==> config.mk <==
export PLATFORM = sky130hd
export DESIGN_NAME = sequence_tx_serializer
export DESIGN_NICKNAME = d
export VERILOG_FILES = /design/src/rtl/seq_pkg.sv /design/src/rtl/seq_tx_shift_reg.sv /design/src/rtl/sequence_tx_serializer.sv
export SDC_FILE = /design/constraint.sdc
export NUM_CORES = 1
export LEC_CHECK = 0
export ABC_CLOCK_PERIOD_IN_PS = 1600
export CELL_PAD_IN_SITES_DETAIL_PLACEMENT = 0
export CELL_PAD_IN_SITES_GLOBAL_PLACEMENT = 1
export CORE_MARGIN = 1.5
export CORE_UTILIZATION = 35
export CTS_CLUSTER_DIAMETER = 120
export DETAILED_ROUTE_END_ITERATION = 12
export PLACE_DENSITY_LB_ADDON = 0.1
export SYNTH_ARGS = -nofsm -noshare
export SYNTH_HDL_FRONTEND = slang
export SYNTH_SLANG_ARGS = --single-unit
==> constraint.sdc <==
create_clock -name clock -period 1.6 [get_ports clock]
set_input_delay 0.32 -clock clock [delete_from_list [all_inputs] [get_ports clock]]
set_output_delay 0.32 -clock clock [all_outputs]
set_load 0.01 [all_outputs]
==> src/rtl/seq_pkg.sv <==
// Shared definitions for the single-bit sequence link: FSM state encodings used by the
// transmitter and detector benches, plus a counter-width helper.
package seq_pkg;

  typedef enum logic [1:0] {
    ST_IDLE  = 2'd0,
    ST_SHIFT = 2'd1,
    ST_PAR   = 2'd2,
    ST_GAP   = 2'd3
  } seq_state_e;

  // Bits needed to hold values 0..n-1, never less than one bit.
  function automatic int cnt_width(input int n);
    return (n <= 2) ? 1 : $clog2(n);
  endfunction

endpackage

==> src/rtl/seq_tx_shift_reg.sv <==
// Loadable WIDTH-bit shift register for the sequence transmitter. It exposes the bit that
// will be on the wire after the coming edge, and (with SEQ_TX_PARITY_EN) the even parity
// of the captured word.
module seq_tx_shift_reg #(
  parameter int WIDTH     = 8,
  parameter bit MSB_FIRST = 1'b1
) (
  input  logic             clock,
  input  logic             reset,
  input  logic             load,
  input  logic             shift,
  input  logic [WIDTH-1:0] data_in,
`ifdef SEQ_TX_PARITY_EN
  output logic             parity_next,
`endif
  output logic             next_bit
);

  logic [WIDTH-1:0] word_q;
  logic [WIDTH-1:0] word_d;

  // NOTE: every signal driven in always_comb gets a default first, so no path leaves it
  // unassigned and no latch is inferred.
  always_comb begin
    word_d = word_q;
    if (load) begin
      word_d = data_in;
    end else if (shift) begin
      word_d = MSB_FIRST ? {word_q[WIDTH-2:0], 1'b0} : {1'b0, word_q[WIDTH-1:1]};
    end
    next_bit = MSB_FIRST ? word_d[WIDTH-1] : word_d[0];
  end

  // NOTE: sequential state uses non-blocking assignments so every register samples
  // pre-edge values regardless of process ordering.
  always_ff @(posedge clock) begin
    if (reset) begin
      word_q <= '0;
    end else begin
      word_q <= word_d;
    end
  end

`ifdef SEQ_TX_PARITY_EN
  logic parity_q;

  // Parity is taken from the captured word, so later data_in changes cannot disturb it.
  always_comb begin
    parity_next = load ? ^data_in : parity_q;
  end

  always_ff @(posedge clock) begin
    if (reset) begin
      parity_q <= 1'b0;
    end else begin
      parity_q <= parity_next;
    end
  end
`endif

endmodule

==> src/rtl/sequence_tx_serializer.sv <==
// Parallel-to-serial transmitter for the sequence_in link: valid/ready word in, one bit per
// clock out, then a programmable low gap. Optional even-parity bit via SEQ_TX_PARITY_EN.
module sequence_tx_serializer
  import seq_pkg::*;
#(
  parameter int WIDTH      = 8,
  parameter int GAP_CYCLES = 1,
  parameter bit MSB_FIRST  = 1'b1
) (
  input  logic             clock,
  input  logic             reset,
  input  logic [WIDTH-1:0] data_in,
  input  logic             data_valid,
  output logic             data_ready,
  output logic             sequence_out,
  output logic             busy,
  output logic             frame_done
);

  localparam int BW = cnt_width(WIDTH);
  localparam int GW = cnt_width(GAP_CYCLES + 1);

  localparam logic [BW-1:0] LAST_BIT = BW'(WIDTH - 1);
  localparam logic [BW-1:0] PRE_LAST = BW'(WIDTH - 2);
  localparam logic [GW-1:0] GAP_LAST = GW'((GAP_CYCLES > 0) ? GAP_CYCLES - 1 : 0);

  localparam seq_state_e AFTER_FRAME = (GAP_CYCLES > 0) ? ST_GAP : ST_IDLE;
`ifdef SEQ_TX_PARITY_EN
  localparam seq_state_e AFTER_DATA = ST_PAR;
`else
  localparam seq_state_e AFTER_DATA = AFTER_FRAME;
`endif

  seq_state_e    state_q, state_d;
  logic [BW-1:0] bit_cnt_q;
  logic [GW-1:0] gap_cnt_q;
  logic          load, shift;
  logic          sr_next_bit;
  logic          seq_d, done_d;
`ifdef SEQ_TX_PARITY_EN
  logic          sr_parity_next;
`endif

  seq_tx_shift_reg #(
    .WIDTH     (WIDTH),
    .MSB_FIRST (MSB_FIRST)
  ) u_shift_reg (
    .clock       (clock),
    .reset       (reset),
    .load        (load),
    .shift       (shift),
    .data_in     (data_in),
`ifdef SEQ_TX_PARITY_EN
    .parity_next (sr_parity_next),
`endif
    .next_bit    (sr_next_bit)
  );

  // data_ready is high exactly in IDLE, so a valid seen in IDLE is the handshake.
  always_comb begin
    state_d = state_q;
    load    = 1'b0;
    shift   = 1'b0;
    case (state_q)
      ST_IDLE: begin
        if (data_valid) begin
          load    = 1'b1;
          state_d = ST_SHIFT;
        end
      end
      ST_SHIFT: begin
        shift = 1'b1;
        if (bit_cnt_q == LAST_BIT) state_d = AFTER_DATA;
      end
      ST_PAR:  state_d = AFTER_FRAME;
      ST_GAP: begin
        if (gap_cnt_q == GAP_LAST) state_d = ST_IDLE;
      end
      default: state_d = ST_IDLE;
    endcase
  end

  // Outputs are registered from the next state so the wire sees them the cycle after the edge.
  always_comb begin
    seq_d = 1'b0;
    case (state_d)
      ST_SHIFT: seq_d = sr_next_bit;
`ifdef SEQ_TX_PARITY_EN
      ST_PAR:   seq_d = sr_parity_next;
`endif
      default:  seq_d = 1'b0;
    endcase
`ifdef SEQ_TX_PARITY_EN
    done_d = (state_d == ST_PAR);
`else
    done_d = (state_q == ST_SHIFT) && (bit_cnt_q == PRE_LAST);
`endif
  end

  always_ff @(posedge clock) begin
    if (reset) begin
      state_q      <= ST_IDLE;
      bit_cnt_q    <= '0;
      gap_cnt_q    <= '0;
      sequence_out <= 1'b0;
      data_ready   <= 1'b1;
      busy         <= 1'b0;
      frame_done   <= 1'b0;
    end else begin
      state_q <= state_d;

      if (load) begin
        bit_cnt_q <= '0;
      end else if (state_q == ST_SHIFT && bit_cnt_q != LAST_BIT) begin
        bit_cnt_q <= bit_cnt_q + 1'b1;
      end

      if (state_q == ST_GAP && state_d == ST_GAP) begin
        gap_cnt_q <= gap_cnt_q + 1'b1;
      end else begin
        gap_cnt_q <= '0;
      end

      sequence_out <= seq_d;
      data_ready   <= (state_d == ST_IDLE);
      busy         <= (state_d != ST_IDLE);
      frame_done   <= done_d;
    end
  end

endmodule

==> results of run 1 <==
[final cells by class]
cell class	instances	area (um2)	share of cell area, %
clock buffers	4	26.3	3.01
inverters	3	11.3	1.29
multi-input cells	47	317	36.2
flip-flops and latches	17	340	39.0
well taps	25	31.3	3.58
repair buffers	15	148	16.9
[logic make-up (layout without fill, tap and decap cells)]
logic type | Yosys count | after routing | synth area share [%]
and+or+nand+nor | 18 | 18 | 14.4
other | 1 | 1 | 0.548
AOI/OAI and AO/OA | 23 | 23 | 23.0
adders and majority gates | 3 | 3 | 5.49
xor gates and xnor gates | 1 | 1 | 1.28
buffers and inverters | 6 | 22 | 4.02
muxes | 1 | 1 | 1.46
DFF | 17 | 17 | 49.7
[sequential cells by signal, summed over array words and instances (netlist names)]
register and count:
u_shift_reg.word_q 7, bit_cnt_q 3, state_q 2, busy 1, data_ready 1, frame_done 1, gap_cnt_q 1, sequence_out 1
[routing by layer]
| metal | wire [um] | up-vias | share of wire, % | GRT usage, % |
|---|---|---|---|---|
| met5 | 0 | - | 0 | 0 |
| met4 | 14 | 0 | 1.0 | 7.22 |
| met3 | 42 | 2 | 3.1 | 3.85 |
| met2 | 606 | 7 | 45 | 20.5 |
| met1 | 688 | 261 | 51 | 20.3 |
| li1 | - | 285 | - | - |
[cell usage in the layout, fill, tap and decap left out, types with 3 or more instances in the layout]
master                            Yosys  final
sky130_fd_sc_hd__dfxtp_1             17     17
sky130_fd_sc_hd__clkdlybuf4s50_1      0     14
sky130_fd_sc_hd__nor2_1              11     11
sky130_fd_sc_hd__a211oi_1             7      7
sky130_fd_sc_hd__o22ai_1              6      6
sky130_fd_sc_hd__a21oi_1              3      3
sky130_fd_sc_hd__ha_1                 3      3
sky130_fd_sc_hd__clkbuf_4             0      3
[where the power goes]
part	switching [mW]	internal, mW
combinational	0.0489	0.0650
clock	0.126	0.0966
sequential	0.0171	0.450
total	0.192	0.612
[final timing paths]
path	start	endpoint	slack [ns]	cells past startpoint
min	bit_cnt_q[2]$_SDFFE_PP0P_	frame_done$_SDFF_PP0_	0.49	2
max reg2reg	bit_cnt_q[0]$_SDFFE_PP0P_	bit_cnt_q[2]$_SDFFE_PP0P_	0.16	5
min reg2reg	bit_cnt_q[2]$_SDFFE_PP0P_	frame_done$_SDFF_PP0_	0.49	2
max	data_ready$_SDFF_PP1_	data_ready	0.15	1
==> flow_metrics.tcl, run 1 <==
set metrics [dict create \
    syn_area_um2 684 \
    worst_slack_ns 0.148 \
    pin_count_of_the_biggest_net_entering_global_routing 10 \
    ys_seq_area_share_pct 49.7 \
    period_share_pct 90.8 \
    setup_repair_after_global_routing_missed_its_margin "false" \
    max_clock_buf_depth 2 \
    synth_top_area_share_pct 49.7 \
    ys_async_sr_fraction_pct 0 \
    tritoncts_clock_tree "done" \
    route.final.wire_length_mm 1.35 \
    worst_slack_at_placement_ns 0.0431 \
    core.rowCount 15 \
    cpMaxStageDelayCell "sky130_fd_sc_hd__clkdlybuf4s50_1" \
    hold_ws_ns 0.489 \
    cell_types_with_the_highest_counts_after_synthesis "sky130_fd_sc_hd__dfxtp_1 (17), sky130_fd_sc_hd__nor2_1 (11), sky130_fd_sc_hd__a211oi_1 (7), sky130_fd_sc_hd__o22ai_1 (6)" \
    syn_avg_cell_area_um2 9.78 \
    antenna_found_initial 0 \
    dp_hpwl_um 969 \
    cts.repair_timing.setup_buffer_count 0 \
    power-per-cell-area_nw_per_um2 920 \
    worst_setup_path_end_kind "output pin" \
    drtIter0Drc 5 \
    final_period_minus_worst_setup_slack_ns 1.45 \
    io_buffers 14 \
    crit_family "buffers and inverters" \
    detail_route.first_pass.iterations 7 \
    cts_inserted_buffers 3 \
    post-layout-total-power_mw 0.804 \
    cellLeakagePower_nw 0.335 \
    post_route_cells_drive_above_1_share_pct 9.30 \
    antenna-diode-count 0 \
    initial_utilization_pct 38.4 \
    synthToLayoutAreaGrowth_pct 27.6 \
    i_o_pin_total 15 \
    crit_path_cell_trace "clkdlybuf4s50_1" \
    criticalPathCategory "register to output pin" \
    yosys_most_used_dff "sky130_fd_sc_hd__dfxtp_1" \
    gp_congestion 0.704 \
    die_area_um2 2230 \
    post_cts_hold_buffer_count 0 \
    synth_nets 84 \
    vdd_drop_max_mv 0.434 \
    totalNegativeSetupSlack_ns 0 \
    postLayoutCellArea_um2 873 \
    number_of_standard_cells_after_synthesis 70 \
    clock-sinks 17 \
    timing.critical_path.slowest_cell_delay_ns 0.53 \
    cts.root.buffer_cell "sky130_fd_sc_hd__clkbuf_4" \
    slew_violations 0 \
    setup.worst_path.start_class "register" \
    number_of_global_route_vias_before_repair 510 \
    synth_top_area_cell "sky130_fd_sc_hd__dfxtp_1" \
    drt-wirelength-per-cell_um 12.2 \
    num-fill-cells 180 \
    max_cap_violations 0 \
    antenna_left 0 \
    synth.ff_latch_count 17 \
    post-route-util_pct 49.0 \
    core_region_area_um2 1780 \
    finalSetupViolations 0 \
    first_pass_grt_wire_length_mm 2.25 \
    global_routing_usage_summed_across_all_routing_layers_pct 14.5 \
    placedInstanceArea_um2 847 \
    cp_data_required_time_ns 1.28 \
    total_vias_in_the_final_route 555 \
    number_of_flops_mapped_to_enable_cells_by_yosys 0 \
    layoutNonFillerInstCount 111 \
    fin_worst_skew_ns 0.00545 \
    path_max_fanout 1 \
    fmax_mhz 689 \
    fp.dieH_um 47.2 \
    ctsResizeCount 0 \
    synth.yosys.warnings 0 \
    placedCellCount 107 \
    outcome "completed" \
    worst_skew_pair.late_latency_ns 0.28 \
    worst-endpoint-arrival_ns 1.13 \
    synth.distinct_cells 26 \
    detail_route.vias_per_cell 5.00 \
    cp_num_buf_inv 1 \
    synthTopCellsByArea "sky130_fd_sc_hd__dfxtp_1 (50%), sky130_fd_sc_hd__a211oi_1 (7.7%), sky130_fd_sc_hd__nor2_1 (6.0%), sky130_fd_sc_hd__ha_1 (5.5%), sky130_fd_sc_hd__o22ai_1 (5.5%)" \
    hold_viol_final 0 \
    yosysMostFrequentCell "sky130_fd_sc_hd__dfxtp_1" \
    hold_path_class "register to register" \
    dieWidth_um 47.2 \
    cts_htree_levels 1 \
    clkTransAtPathRegs_ns 0.09 \
    layout.nets 101 \
    drc_errors 0 \
    grt.overflow.total 0 \
]
Power figures use the tool's default switching activity.
==> inputs of run 2 (changes only) <==
- SETUP_SLACK_MARGIN: not set -> 0.2
- TNS_END_PERCENT: not set -> 30
==> run 2 against run 1 <==
  * Non-clock buffer count grew 2
  * Core utilization is 2.9 points higher
  * Clock skew down 0.0017 ns
==> flow_metrics.tcl, run 2 (synthesis gave the netlist of run 1 again) <==
set metrics [dict create \
    tritoncts_clock_tree "done" \
    setup.worst_path.start_class "register" \
    core_region_area_um2 1780 \
    max_cap_violations 0 \
    most-common-layout-cells "sky130_fd_sc_hd__dfxtp_1 (15), sky130_fd_sc_hd__clkdlybuf4s50_1 (12), sky130_fd_sc_hd__nor2_1 (11)" \
    pin_count_of_the_biggest_net_entering_global_routing 10 \
    detail_route.first_pass.iterations 4 \
    post-route-util_pct 51.9 \
    timing.critical_path.slowest_cell_delay_ns 0.52 \
    worst_setup_path_end_kind "output pin" \
    hold_path_class "register to register" \
    dieWidth_um 47.2 \
    reg.largest.list "u_shift_reg.word_q x7, bit_cnt_q x3, state_q x2" \
    crit_family "buffers and inverters" \
    cp_num_buf_inv 1 \
    cts.root.buffer_cell "sky130_fd_sc_hd__clkbuf_4" \
    crit_path_cell_trace "clkdlybuf4s50_1" \
    core.rowCount 15 \
    post_route_cells_drive_above_1_share_pct 17.0 \
    layout_commonest_cell "sky130_fd_sc_hd__dfxtp_1" \
    total_vias_in_the_final_route 555 \
    antenna_found_initial 0 \
    dp_hpwl_um 969 \
    hold_viol_final 0 \
    global_routing_usage_summed_across_all_routing_layers_pct 14.5 \
    totalNegativeSetupSlack_ns 0 \
    drt-wirelength-per-cell_um 12.4 \
    worst_skew_pair.late_latency_ns 0.28 \
    layout.nets 103 \
    worst-endpoint-arrival_ns 1.11 \
    initial_utilization_pct 38.4 \
    grt.overflow.total 0 \
    first_pass_grt_wire_length_mm 2.25 \
    gp_congestion 0.704 \
    criticalPathCategory "register to output pin" \
    placedInstanceArea_um2 847 \
    power-per-cell-area_nw_per_um2 876 \
    post-layout-total-power_mw 0.810 \
    layoutNonFillerInstCount 113 \
    route.final.wire_length_mm 1.40 \
    largest-register "u_shift_reg.word_q" \
    antenna_left 0 \
    placedCellCount 107 \
    worst_slack_at_placement_ns 0.0431 \
    fp.dieH_um 47.2 \
    cpMaxStageDelayCell "sky130_fd_sc_hd__clkdlybuf4s50_1" \
    cts_htree_levels 1 \
    largest_register_ff_count 7 \
    cts_inserted_buffers 3 \
    finalSetupViolations 0 \
    fmax_mhz 697 \
    clock-sinks 17 \
    number_of_global_route_vias_before_repair 510 \
    path_max_fanout 1 \
    drc_errors 0 \
    die_area_um2 2230 \
    worst_slack_ns 0.166 \
    max_clock_buf_depth 2 \
    final_period_minus_worst_setup_slack_ns 1.43 \
    clkTransAtPathRegs_ns 0.10 \
    slew_violations 0 \
    setup_repair_after_global_routing_missed_its_margin "true" \
    period_share_pct 89.6 \
    postLayoutCellArea_um2 925 \
    cp_data_required_time_ns 1.28 \
    io_buffers 14 \
    detail_route.vias_per_cell 4.91 \
    fin_worst_skew_ns 0.00371 \
    synthToLayoutAreaGrowth_pct 35.1 \
    outcome "completed" \
    vdd_drop_max_mv 0.431 \
    drtIter0Drc 7 \
    post_cts_hold_buffer_count 0 \
    antenna-diode-count 0 \
    cellLeakagePower_nw 0.354 \
    hold_ws_ns 0.510 \
    i_o_pin_total 15 \
]
run 2: cell count changes in the layout (fill, tap and decap cells not counted), sizes merged:
cell / before / now
dlymetal6s2s: 0 / 1
dlygate4sd2: 0 / 1
clkdlybuf4s50: 14 / 12
buf: 1 / 3
run 2: routing by layer:
layer	vias up	part of all wire, %	global-route usage, %
met5	-	0	0
met4	0	1.0	7.22
met3	2	3.8	3.85
met2	9	45	20.5
met1	256	50	20.3
li1	288	-	-
run 2: repair_timing:
item	CTS	global route
pin swaps	0	1
gates resized for setup	1	9
buffers inserted	0	2
endpoints found under the setup margin	6	7
run 2: final cells by class:
class / instances / area (um2)
repair buffers: 17 / 164
clock buffers: 4 / 26.3
well taps: 25 / 31.3
inverters: 3 / 11.3
multi-input cells: 47 / 347
flip-flops and latches: 17 / 345
fillers: 173 / 858
run 2: power breakdown:
group          internal, mW  switching, mW  total (mW)
combinational        0.0689         0.0517       0.121
clock                0.0966          0.124       0.221
sequential            0.450         0.0184       0.468
total                 0.616          0.195       0.810
run 2: final timing paths:
path                                                      endpoint  cells past startpoint  slack [ns]                                from
worst max register to register           bit_cnt_q[2]$_SDFFE_PP0P_                      5        0.24           bit_cnt_q[1]$_SDFFE_PP0P_
worst min-delay path            u_shift_reg.word_q[3]$_SDFFE_PP0P_                      2        0.51  u_shift_reg.word_q[3]$_SDFFE_PP0P_
worst min register to register  u_shift_reg.word_q[3]$_SDFFE_PP0P_                      2        0.51  u_shift_reg.word_q[3]$_SDFFE_PP0P_
worst max-delay path                                    frame_done                      1        0.17               frame_done$_SDFF_PP0_
==> inputs of run 3 (changes only) <==
- CAP_MARGIN: not set -> 20
==> results of run 3 <==
Same layout as run 2: the final DEF is identical, and so are final timing and power.
==> patch: new RTL, config.mk and constraints of run 3 <==
The 4 states of `seq_state_e` get a one-hot encoding in 4 bits.
--- a/src/rtl/seq_pkg.sv
+++ b/src/rtl/seq_pkg.sv
@@ -2,11 +2,11 @@
 // transmitter and detector benches, plus a counter-width helper.
 package seq_pkg;
 
-  typedef enum logic [1:0] {
-    ST_IDLE  = 2'd0,
-    ST_SHIFT = 2'd1,
-    ST_PAR   = 2'd2,
-    ST_GAP   = 2'd3
+  typedef enum logic [3:0] {
+    ST_IDLE  = 4'b0001,
+    ST_SHIFT = 4'b0010,
+    ST_PAR   = 4'b0100,
+    ST_GAP   = 4'b1000
   } seq_state_e;
 
   // Bits needed to hold values 0..n-1, never less than one bit.
Function: same outputs for any inputs over 10 cycles, from zero or initial values and one cycle with reset high; not proved beyond that.
==> patch against run 3 <==
Via count grew 50%. Non-clock buffer count grew 10. Maximum frequency shrank 1.8%. Final area grew 33%. Synthesized area grew 26%. Power grew 15%. Routed wire length grew 62%. Worst setup slack lost 0.026 ns. Critical path depth is the same. Sequential cell count grew 2. Sequential share of layout area shrank 5.4 points. Combinational power grew 34%. Final cell count grew 35%. Critical path type unchanged. Largest power group unchanged.
==> patch: results (changes against run 3) <==
stage,metric,value,unit,change
power_and_ir_drop,Clock Power Share,26.5,%,-0.8 points
timing,Final Slew Violations,0,,unchanged
yosys,"Async S/R FF share, synth",0,%,unchanged
hold_path,hold path depth,2,,unchanged
hold_path,worst hold endpoint,frame_done,,
power_and_ir_drop,"IR drop worst, VDD",0.000414,V,-3.9%
worst_setup_path,Top Family by Delay on Critical Path,buffers and inverters,,
grt,initial antenna violation count,0,,unchanged
yosys,Compound-Gate Fraction of Synth Area,18.8,%,-4.2 points
worst_setup_path,reg2reg path depth,4,,-1
power_and_ir_drop,Clock Power,246,uW,+11%
yosys,xor/xnor cell area share of the yosys netlist,1.01,%,-0.27 points
detailed_routing,drt pass-1 iters,4,,unchanged
power_and_ir_drop,leak pwr,0.460,nW,+30%
power_and_ir_drop,Reg power frac,56.1,%,-1.7 points
yosys,Synth cell types,31,,+19%
placed_design,placer congestion estimate,0.737,,+4.8%
grt,vias in the first global route,784,,+54%
yosys,Synth Area in Adders,4.34,%,-1.1 points
worst_setup_path,CP max FO,1,,unchanged
finish,fill cell count,216,,+25%
worst_setup_path,Reg2Reg Setup Slack,0.17,ns,-0.07 ns
detailed_routing,Vias/cell,5.47,,+11%
timing,TNS Setup,0,ns,unchanged
worst_setup_path,worst r2r src,state_q[2],,
hold_path,worst hold start,bit_cnt_q[2],,
finish,antenna cells,0,,unchanged
yosys,Area contributors post-synth,"dfxtp_1 44%, a311oi_1 7.1%, nand2_1 6.5%, nand3_1 4.6%, ha_1 4.3%",,
finish,top flop regs,"u_shift_reg.word_q x7, state_q x4, bit_cnt_q x3",,
worst_setup_path,Worst Path Arrival,1.14,ns,+0.03 ns
yosys,"top cells by count, synth","19 x dfxtp_1, 15 x nand2_1, 8 x nand3_1",,
finish,layout cells sized above 1,26.6,%,+9.6 points
cts,clock buffer depth,2,,unchanged
timing,Final Skew,0.00104,ns,-0.00268 ns
detailed_routing,DR iter-0 viols,16,,+9
placed_design,Port Buffer Count,14,,unchanged
detailed_routing,post-DR wirelength/cell,14.9,um,+20%
yosys,post-synthesis sequential area ratio,44.0,%,-5.7 points
cts,Root Buffer,clkbuf_4,,
cts,CTS Buf Count,3,,unchanged
outcome,status,finished clean,,
finish,final net count,139,,+35%
yosys,mux contribution to synthesized area,0,%,-1.5 points
placed_design,Final HPWL DP,1450,um,+50%
worst_setup_path,Crit-path slowest cell,clkdlybuf4s50_1,,
cts,CTS H-tree lvls,1,,unchanged
worst_setup_path,r2r endpoint,bit_cnt_q[0],,
hold_path,Min-Delay Path Class,flop to flop,,
yosys,synth warn,0,,unchanged
yosys,most common cell in the synthesized netlist,dfxtp_1,,
grt,wire length of the first global-routing pass,3540,um,+57%
grt,pin count of the biggest net entering global routing,13,,+3
worst_setup_path,Max stage delay on crit path,0.52,ns,about the same
power_and_ir_drop,Int Power,683,uW,+11%
cts,register clock-pin slew on the reported worst setup and hold paths,0.11,ns,
cts,Worst-Skew Late Latency,0.30,ns,+0.02 ns
grt,Global Route Usage Sum,17.7,%,+3.2 points
==> patch: cell count changes in the layout (fill, tap and decap cells not counted), sizes merged, moves of 2 or more <==
cell,run 3,this run
buf,3,12
nor3,2,7
o21bai,2,0
or4b,0,3
a211oi,7,3
nor4b,0,2
o22ai,6,0
a311oi,0,7
nand3,1,8
nor2,11,2
o21ai,1,4
nand2,0,15
dfxtp,17,19
==> patch: per-stage QoR <==
stage	hold WS (ns)	cell area [um2]	cells	utilization [%]	setup slack, ns
after floorplan	0.398	911	99	-	0.162
after global placement	0.453	1080	143	47.6	0.0687
after detailed placement	0.466	1080	143	47.6	0.0387
after CTS	0.478	1130	149	49.9	0.127
after global routing	0.511	1230	152	54.1	0.102
final	0.469	1230	152	54.1	0.140
==> patch: worst max path at each step <==
| stage | from | endpoint | slack (ns) |
|---|---|---|---|
| floorplan | state_q[3] | u_shift_reg.word_q[0] | 0.16 |
| global placement | data_valid | u_shift_reg.word_q[1] | 0.07 |
| detailed placement | data_valid | u_shift_reg.word_q[6] | 0.04 |
| CTS | frame_done | frame_done | 0.13 |
| global route | frame_done | frame_done | 0.10 |
| finish | frame_done | frame_done | 0.14 |
==> patch: timing repair <==
item,4_1_cts,5_1_grt
endpoints found under the setup margin,19,19
setup buffers,1,2
gates resized for setup,7,20
cloned,1,1
pin swaps,3,4
==> patch: layout make-up <==
cell class / instances / area (um2) / share of cell area [%]
inverters: 4 / 15.0 / 1.22
flip-flops and latches: 19 / 393 / 31.9
repair buffers: 27 / 244 / 19.8
well taps: 28 / 35.0 / 2.85
multi-input cells: 70 / 518 / 42.1
clock buffers: 4 / 26.3 / 2.13
==> patch: layer usage <==
metal,GRT usage [%],share of wire [%]
met1,23.1,45
met2,28.5,49
met3,2.57,4.3
met4,8.55,1.3
met5,0,0
